File: config.mk
export PLATFORM = sky130hd
export DESIGN_NAME = adder_acc_ctrl
export DESIGN_NICKNAME = d
export VERILOG_FILES = /design/src/rtl/adder_acc_ctrl.sv
export SDC_FILE = /design/constraint.sdc
export NUM_CORES = 1
export LEC_CHECK = 0
export BUFFER_PORTS_ARGS = -buffer_cell sky130_fd_sc_hd__buf_2
export CAP_MARGIN = 5
export CORE_UTILIZATION = 50
export DETAILED_ROUTE_END_ITERATION = 7
export GPL_TIMING_DRIVEN = 0
export PLACE_DENSITY = 0.76
export SETUP_SLACK_MARGIN = 0.3
export SLEW_MARGIN = 20
export SYNTH_ARGS = -nofsm -noshare
export SYNTH_HDL_FRONTEND = slang
export SYNTH_SLANG_ARGS = --single-unit
File: constraint.sdc
create_clock -name clk -period 2.2 [get_ports clk]
set_clock_uncertainty 0.15 [all_clocks]
set_input_delay 0.22 -clock clk [delete_from_list [all_inputs] [get_ports clk]]
set_output_delay 0.22 -clock clk [all_outputs]
set_load 0.1 [all_outputs]
File: src/rtl/adder_acc_ctrl.sv
// adder_acc_ctrl: mode/psum sequencer for the CNN 3-input row adder; ADDER_ACC_CTRL_RELU_EN drives relu_en from out_valid.
module adder_acc_ctrl #(
   parameter int CH_W  = 8,
   parameter int PIX_W = 10
) (
   input  logic             clk,
   input  logic             rst,
   input  logic             start,
   input  logic [CH_W-1:0]  cfg_num_ch,
   input  logic [PIX_W-1:0] cfg_num_pix,
   input  logic             in_valid,
   output logic             in_ready,
   output logic [1:0]       add_mode,
   output logic             psum_clr,
   output logic [PIX_W-1:0] psum_raddr,
   output logic [PIX_W-1:0] psum_waddr,
   output logic             psum_we,
   output logic             psum_fwd,
   output logic             out_valid,
   input  logic             out_ready,
   output logic             busy,
   output logic             done,
   output logic             relu_en
);
   typedef enum logic [1:0] {IDLE, RUN, DRAIN, DONE} state_t;
   localparam logic [CH_W-1:0]  CH_ONE  = 1;
   localparam logic [PIX_W-1:0] PIX_ONE = 1;
   state_t           state;
   logic [CH_W-1:0]  ch, n_ch;
   logic [PIX_W-1:0] pix, n_pix;
   logic             accept, last_ch, last_pix;
   assign last_ch    = ch == n_ch - CH_ONE;
   assign last_pix   = pix == n_pix - PIX_ONE;
   assign in_ready   = state == RUN && !(out_valid && !out_ready);
   assign accept     = in_valid && in_ready;
   assign add_mode   = !accept ? 2'd0 : last_ch ? 2'd2 : ch == '0 ? 2'd0 : 2'd1;
   assign psum_clr   = accept && ch == '0;
   assign psum_raddr = accept ? pix : '0;
   // the buffer write lands one cycle late, so a same-address read must take the registered Result
   assign psum_fwd   = accept && psum_we && psum_waddr == pix;
   assign busy       = state == RUN || state == DRAIN;
   assign done       = state == DONE;
`ifdef ADDER_ACC_CTRL_RELU_EN
   assign relu_en    = out_valid;
`else
   assign relu_en    = 1'b0;
`endif
   always_ff @(posedge clk) begin
      if (rst) begin
         state      <= IDLE;
         ch         <= '0;
         pix        <= '0;
         n_ch       <= '0;
         n_pix      <= '0;
         psum_we    <= 1'b0;
         psum_waddr <= '0;
         out_valid  <= 1'b0;
      end else begin
         psum_we    <= accept && !last_ch;
         psum_waddr <= (accept && !last_ch) ? pix : '0;
         out_valid  <= (accept && last_ch) || (out_valid && !out_ready);
         case (state)
            IDLE: if (start) begin
               n_ch  <= cfg_num_ch == '0 ? CH_ONE : cfg_num_ch;
               n_pix <= cfg_num_pix == '0 ? PIX_ONE : cfg_num_pix;
               ch    <= '0;
               pix   <= '0;
               state <= RUN;
            end
            RUN: if (accept) begin
               pix <= last_pix ? '0 : pix + PIX_ONE;
               if (last_pix) ch <= ch + CH_ONE;
               if (last_pix && last_ch) state <= DRAIN;
            end
            DRAIN: if (!out_valid || out_ready) state <= DONE;
            DONE: state <= IDLE;
            default: state <= IDLE;
         endcase
      end
   end
endmodule

==> results of run 1 <==
layout make-up:
type	count	area share, %
multi-input cells	273	48.7
flip-flops and latches	50	23.9
repair buffers	87	18.5
plain buffers	19	3.26
well taps	72	2.06
clock buffers	5	1.57
inverters	15	1.43
clock inverters	3	0.600
cells by family (layout without fill, tap and decap cells):
| kind of cell | count (synthesis) | after routing | share of synthesized area [%] |
|---|---|---|---|
| xor+xnor | 40 | 40 | 12.1 |
| buf+inv | 34 | 129 | 5.11 |
| compound gates | 62 | 62 | 14.4 |
| fa+ha+maj | 10 | 10 | 4.33 |
| flops | 50 | 50 | 34.7 |
| other cells | 1 | 1 | 0.130 |
| simple gates | 158 | 159 | 28.9 |
| mux | 1 | 1 | 0.347 |
worst max-delay path, stage by stage, from the launching register on:
cell	delay [ns]
dfxtp_2	0.34
or4_4	0.55
or4_4	0.43
o2111ai_2	0.11
o211ai_2	0.13
or2_4	0.29
clkinvlp_4	0.08
buf_12	0.16
power by group:
group	switching, mW	total, mW	internal (mW)
Combinational	1.23	2.11	0.887
Sequential	0.130	1.15	1.02
Clock	0.344	0.579	0.235
per-layer routing:
layer,vias to the layer above,global-route usage (%)
li1,1416,-
met1,1421,33.5
met2,89,46.5
met3,16,4.00
met4,0,9.63
met5,-,0
repair_timing:
item / CTS / global route
cloned: 1 / 2
buffers inserted: 18 / 4
gates resized for setup: 113 / 46
endpoints found under the hold margin: 11 / 1
hold buffers: 11 / 1
endpoints found under the setup margin: 51 / 58
pin swaps: 28 / 20
worst paths after layout:
kind | startpoint | end | slack, ns | cells past startpoint
worst max-delay path | n_ch[0] | add_mode[1] | -0.58 | 7
worst min-delay path | cfg_num_ch[6] | n_ch[6] | 0.009 | 3
worst max register to register | n_ch[0] | state[0] | -0.26 | 7
worst min register to register | n_pix[9] | n_pix[9] | 0.33 | 2
registers in the layout (all words and copies together), names as in the netlist:
signal,count
state,2
psum_we,1
out_valid,1
n_pix,10
psum_waddr,10
n_ch,8
pix,10
ch,8
cells in the mapped netlist (2+ instances only):
master     instances
nor4_1             3
nand2_1           46
or2_2              3
buf_2              2
nand4_1            5
nand4b_1           3
xnor2_1           22
and2_1            20
inv_1             15
a211oi_1           4
o211ai_1           3
dfxtp_1           50
nand2b_1           4
and3_1             6
xor2_1            18
a21oi_1           30
nand3_1           13
and4_1             3
nor2b_1            2
ha_1              10
nor4_2             2
nor3b_1            2
a31o_2             2
o2111ai_1          2
nor3_1            11
or3_1              3
nor2_1            25
clkbuf_1          13
buf_4              2
o21ai_0            6
==> flow_summary.yaml, run 1 <==
floorplanning:
  io_pins: 53
  dieHeight_um: 78.0
  die-area_um2: 6080
  row_count: 27
  core-area_um2: 5540
  start_util_pct: 52.1
  die_w_um: 78.0
setup_path:
  cp_data_arrival_time_ns: 2.41
  startpoint_type: "flip-flop"
  cp-end-kind: "primary output"
  worstPathRequired_ns: 1.83
  worstPathMaxFanout: 4
  crit_type: "flip-flop to primary output"
drt:
  avgViaCountPerCell: 5.61
  ant_nets: 0
  first_iter_violations: 151
  drc: 0
  route.met2.wl_um: 4210
  wl_per_cell_um: 16.0
  top_layer: "met4"
  first_pass_iters: 4
  routed_wl_um: 8360
  vias: 2942
  wl_met1_um: 3670
  wl_met3_um: 321
timing:
  setup_tns_ns: -4.52
  holdWs_ns: 0.00927
  max_slew.worst_pin.slew_ns: 0.582
  max_freq_ghz: 0.359
  slew_headroom_pct: 61.2
  drv_slew: 0
  period_share_pct: 127
  finalHoldViolCount: 0
  fin_ws_ns: -0.584
  finalSetupViolCount: 31
  rsz0062_at_grt: "true"
  finalCriticalPeriod_ns: 2.78
placed_design:
  portBuffers: 51
  post-dp-hpwl_um: 5010
  gp_congestion: 0.872
  dp_slack_ns: -0.696
  place_area_um2: 3370
  dp.cells: 479
status:
  status: "finished with violations"
  violations: "negative setup slack"
clock_network:
  path_clk_slew_ns: 0.09
  numCtsBuffers: 5
  cts_tree: "yes"
  htreeDepth: 2
  clock_latency_ns: 0.32
  cts-root-buf: "clkbuf_8"
  clock_path_buffers: 2
  clock-sinks: 50
cells_and_area:
  stdcell_count: 524
  nNetsFinal: 484
  syn_to_final_growth_pct: 51.7
  fillCellCount: 366
  n_antenna_cell: 0
  multi_input_area_um2: 2130
  final_layout_size_suffix_gt1_share_pct: 44.0
  final_util_pct: 79.1
  layout_commonest_cell: "nand2_1"
  regArea_um2: 1040
  final_cell_area_um2: 4380
  layout_common_cells: "nand2_1 (42), buf_2 (35), dfxtp_1 (25)"
power:
  pwr_density_cell_nw_per_um2: 877
  leakage_nw: 1.73
  peakVddDrop_uv: 1270
  power_mw: 3.84
synth:
  ys_types: 56
  synth_top_area_share_pct: 34.7
  synth_nets: 389
  ys_seq_area_share_pct: 34.7
  syn_area_um2: 2890
  ys_ff_latch: 50
  avgSynthCellArea_um2: 8.11
  async_flop_share_pct: 0
  synth.yosys.warnings: 0
  synthTopCellsByArea: "dfxtp_1 (35%), xnor2_1 (6.7%), nand2_1 (6.0%)"
  synth_top_cell_by_area: "dfxtp_1"
  synth_edf_count: 0
  syn_inst: 356
  ys.flop_type: "dfxtp_1"
global_routing:
  overflow: 0
  grt_pass1_vias: 2770
  grt_pass1_wl_um: 12700
  grt_use_total_pct: 26.8
  grt_max_degree: 19
  antenna_found_initial: 0
min_path:
  worstHoldPathType: "input port to flip-flop"
flow_run:
  timing.max_cap.violations: 0
(Power assumes the default switching activity.)
==> inputs of run 2 (changes only) <==
Settings changed: PLACE_DENSITY 0.76 to 0.87.
==> flow_summary.yaml, run 2 (synthesis results as in run 1) <==
timing:
  finalSetupViolCount: 35
  drv_slew: 0
  setup_tns_ns: -10.46
  max_freq_ghz: 0.362
  slew_headroom_pct: 53.2
  holdWs_ns: -0.00527
  finalHoldViolCount: 2
  rsz0062_at_grt: "true"
  max_slew.worst_pin.slew_ns: 0.702
  finalCriticalPeriod_ns: 2.76
  fin_ws_ns: -0.564
  period_share_pct: 126
setup_path:
  worstPathMaxFanout: 4
  worstPathRequired_ns: 1.83
  startpoint_type: "flip-flop"
  cp-end-kind: "primary output"
  r2r-start: "n_ch[2]"
  timing.rr.end: "psum_waddr[1]"
  cp_data_arrival_time_ns: 2.39
  r2r_cells: 11
  crit_type: "flip-flop to primary output"
  r2r_setup_slack_ns: -0.41
min_path:
  worstHoldPathType: "input port to flip-flop"
  holdCritStartpoint: "cfg_num_pix[1]"
  holdPathStages: 3
  holdPathEnd: "n_pix[1]"
global_routing:
  grt_pass1_wl_um: 14700
  grt_use_total_pct: 31.6
  overflow: 0
  grt_pass1_vias: 2959
  grt_max_degree: 19
  antenna_found_initial: 0
clock_network:
  cts-root-buf: "clkbuf_8"
  clock-sinks: 50
  numCtsBuffers: 5
  cts_tree: "yes"
  clock_latency_ns: 0.32
  htreeDepth: 2
  clock_path_buffers: 2
  path_clk_slew_ns: 0.10
drt:
  drc: 0
  first_pass_iters: 6
  first_iter_violations: 243
  avgViaCountPerCell: 6.17
  ant_nets: 0
  vias: 3189
  routed_wl_um: 10500
  wl_per_cell_um: 20.4
placed_design:
  portBuffers: 51
  gp_congestion: 0.848
  dp.cells: 479
  post-dp-hpwl_um: 5260
power:
  switching_share_pct: 46.5
  power_frac_seq_pct: 29.1
  pwr_density_cell_nw_per_um2: 924
  p_clk_share_pct: 14.9
  leakage_nw: 1.72
  peakVddDrop_uv: 1130
  p_int_mw: 2.16
  p_switching_mw: 1.87
  combPwrFrac_pct: 56.0
floorplanning:
  start_util_pct: 52.1
  row_count: 27
  io_pins: 53
  die-area_um2: 6080
  dieHeight_um: 78.0
  die_w_um: 78.0
  core-area_um2: 5540
status:
  violations: "negative hold slack, negative setup slack"
  status: "finished with violations"
cells_and_area:
  layout_common_cells: "nand2_1 (42), buf_2 (36), dfxtp_1 (24)"
  layout_commonest_cell: "nand2_1"
  syn_to_final_growth_pct: 51.0
  stdcell_count: 517
  final_layout_size_suffix_gt1_share_pct: 47.2
  nNetsFinal: 477
  n_antenna_cell: 0
  top_regs: "n_pix (10), pix (10), psum_waddr (10)"
flow_run:
  timing.max_cap.violations: 0
run 2: routing by layer:
layer / share of wire, % / vias to the layer above / track usage [%]
met1: 37 / 1509 / 34.2
met2: 50 / 208 / 57.8
met5: 0 / - / 0
li1: - / 1406 / -
met4: 6.2 / 0 / 17.8
met3: 6.9 / 66 / 5.65
run 2: worst max-delay path by stage:
stage	from	slack [ns]	to
finish	n_ch[0]	-0.56	add_mode[1]
global route	n_ch[0]	-0.63	add_mode[1]
CTS	n_ch[1]	-0.53	add_mode[1]
detailed placement	n_ch[0]	-0.74	add_mode[1]
global placement	n_ch[0]	-0.67	add_mode[1]
floorplan	n_ch[1]	-0.26	add_mode[1]
run 2: per-stage QoR:
step / util [%] / total power [mW] / instance area, µm² / setup slack (ns)
floorplan: - / 2.40 / 3030 / -0.263
global placement: 60.9 / 2.63 / 3370 / -0.669
detailed placement: 60.9 / 2.69 / 3370 / -0.735
CTS: 73.5 / 3.61 / 4070 / -0.528
global route: 78.7 / 4.19 / 4360 / -0.627
finish: 78.7 / 4.03 / 4360 / -0.564
run 2: what timing repair did:
item                       CTS  global route
setup endpoints to repair   47            59
cloned                       2             1
resized for setup          123            54
pin swaps                   33            32
setup buffers               16            11
hold buffers                 0             0
run 2: cell type report:
type,instances,area [µm²]
Clock inverter,3,28.8
Clock buffer,5,68.8
Tap cell,72,90.1
Fill cell,300,1180
Multi-Input combinational cell,273,2180
Buffer,19,143
Timing Repair Buffer,80,737
Sequential cell,50,1050
Inverter,15,62.6
run 2: power by group through the flow:
stage / sequential [mW] / combinational, mW / clock (mW)
3_3_place_gp: 1.14 / 1.48 / 0
2_1_floorplan: 1.15 / 1.26 / 0
6_report: 1.17 / 2.26 / 0.599
4_1_cts: 1.15 / 1.89 / 0.578
5_1_grt: 1.18 / 2.38 / 0.630
3_5_place_dp: 1.15 / 1.54 / 0
run 2: critical path, stage by stage, from the launching register on:
cell        delay (ns)
dfxtp_4           0.38
inv_1             0.07
ha_1              0.31
xor2_1            0.14
nand2_1           0.12
a2111oi_4         0.39
o211ai_2          0.14
or2_4             0.27
clkinvlp_4        0.09
buf_12            0.17
==> inputs of run 3 (changes only) <==
Settings changed: CORE_UTILIZATION 50 to 28, PLACE_DENSITY 0.87 to 0.58.
==> flow_summary.yaml, run 3 (synthesis results as in run 1) <==
status:
  status: "finished with violations"
  violations: "negative setup slack"
clock_network:
  clock_path_buffers: 2
  cts_tree: "yes"
  clock-sinks: 50
  clock_latency_ns: 0.31
  numCtsBuffers: 5
  cts-root-buf: "clkbuf_8"
  htreeDepth: 2
  path_clk_slew_ns: 0.11
drt:
  drc: 0
  routed_wl_um: 8430
  vias: 2856
  avgViaCountPerCell: 4.84
  ant_nets: 0
  first_pass_iters: 5
  wl_per_cell_um: 14.3
  first_iter_violations: 121
cells_and_area:
  fillCellCount: 934
  stdcell_count: 590
  layout_common_cells: "nand2_1 (42), buf_2 (36), buf_4 (28)"
  nNetsFinal: 489
  n_antenna_cell: 0
  multi_input_area_um2: 2130
  layout_commonest_cell: "nand2_1"
  final_layout_size_suffix_gt1_share_pct: 45.3
  regArea_um2: 1050
  top_regs: "n_pix (10), pix (10), psum_waddr (10)"
  syn_to_final_growth_pct: 55.5
timing:
  max_freq_ghz: 0.365
  period_share_pct: 124
  fin_ws_ns: -0.536
  finalHoldViolCount: 0
  max_slew.worst_pin.slew_ns: 0.597
  rsz0062_at_grt: "true"
  finalSetupViolCount: 33
  holdWs_ns: 0.00131
  slew_headroom_pct: 60.2
  finalCriticalPeriod_ns: 2.74
  drv_slew: 0
global_routing:
  grt_pass1_vias: 2707
  grt_max_degree: 19
  grt_pass1_wl_um: 13500
  antenna_found_initial: 0
  overflow: 0
  grt_use_total_pct: 15.3
power:
  leakage_nw: 1.77
  p_int_mw: 2.24
  combPwrFrac_pct: 56.9
  pwr_density_cell_nw_per_um2: 891
  switching_share_pct: 43.9
  p_switching_mw: 1.76
  peakVddDrop_uv: 968
  power_frac_seq_pct: 28.6
  power_mw: 4.00
  p_clk_share_pct: 14.5
setup_path:
  r2r_cells: 8
  startpoint_type: "flip-flop"
  cp-end-kind: "primary output"
  timing.rr.end: "state[0]"
  r2r_setup_slack_ns: -0.33
  worstPathRequired_ns: 1.83
  crit_type: "flip-flop to primary output"
  worstPathMaxFanout: 4
  r2r-start: "n_ch[1]"
  cp_data_arrival_time_ns: 2.37
min_path:
  holdCritStartpoint: "cfg_num_pix[6]"
  holdPathStages: 3
  worstHoldPathType: "input port to flip-flop"
  holdPathEnd: "n_pix[6]"
placed_design:
  gp_congestion: 0.843
  dp.cells: 540
  portBuffers: 51
  post-dp-hpwl_um: 5520
  dp_slack_ns: -0.834
floorplanning:
  dieHeight_um: 104
  die-area_um2: 10700
  die_w_um: 104
  start_util_pct: 29.3
  io_pins: 53
  core-area_um2: 9860
  row_count: 36
flow_run:
  timing.max_cap.violations: 0
-- run 3: changes by cell type in the layout (fill, tap and decap cells not counted), sizes merged --
cell and delta:
inv -1, dlygate4sd3 +7, clkinv +1, buf +3, clkbuf +2
-- run 3: worst max path at each step --
| stage | from | to | depth (start not counted) |
|---|---|---|---|
| detailed placement | n_ch[0] | add_mode[1] | 9 |
| CTS | n_ch[1] | add_mode[1] | 7 |
| finish | n_ch[1] | add_mode[1] | 7 |
| global route | n_ch[1] | add_mode[1] | 7 |
| global placement | n_ch[0] | add_mode[1] | 9 |
| floorplan | n_ch[1] | add_mode[1] | 6 |
-- run 3: cell type report --
cell class | instances | area share (%)
well taps | 133 | 3.71
clock inverters | 3 | 0.641
inverters | 15 | 1.39
clock buffers | 5 | 1.53
plain buffers | 19 | 3.23
flip-flops and latches | 50 | 23.4
repair buffers | 92 | 18.6
multi-input cells | 273 | 47.5
-- run 3: per-stage QoR --
stage / cell area, µm² / setup TNS [ns] / util (%)
after global placement: 3450 / -13.09 / 35.0
after CTS: 4270 / -3.62 / 43.3
after floorplan: 3030 / -1.15 / -
final: 4490 / -6.67 / 45.5
after detailed placement: 3450 / -15.32 / 35.0
after global routing: 4490 / -9.12 / 45.5
-- run 3: power by group through the flow --
stage / sequential (mW) / clock [mW] / combinational, mW
final: 1.14 / 0.581 / 2.28
after global routing: 1.16 / 0.633 / 2.46
after CTS: 1.14 / 0.593 / 2.01
after detailed placement: 1.15 / 0 / 1.54
after global placement: 1.15 / 0 / 1.52
after floorplan: 1.15 / 0 / 1.26
-- run 3: layer usage --
metal	vias to the layer above	share of wire, %	track usage, %
met4	0	1.8	4.55
li1	1428	-	-
met1	1343	45	20.3
met3	13	4.4	2.52
met2	72	48	25.3
met5	-	0	0
-- run 3: timing repair --
item / CTS / global route
gates resized for setup: 119 / 43
pin swaps: 28 / 25
gates cloned: 0 / 2
setup endpoints to repair: 58 / 58
hold endpoints to repair: 7 / 0
hold buffers: 7 / 0
buffers inserted: 28 / 5
-- run 3: worst max-delay path, cell delays in order (launching register included) --
cell	delay [ns]
dfxtp_2	0.34
or4_4	0.56
or4_4	0.43
o2111ai_2	0.10
o211ai_2	0.10
or2_4	0.27
clkinvlp_4	0.08
buf_12	0.16
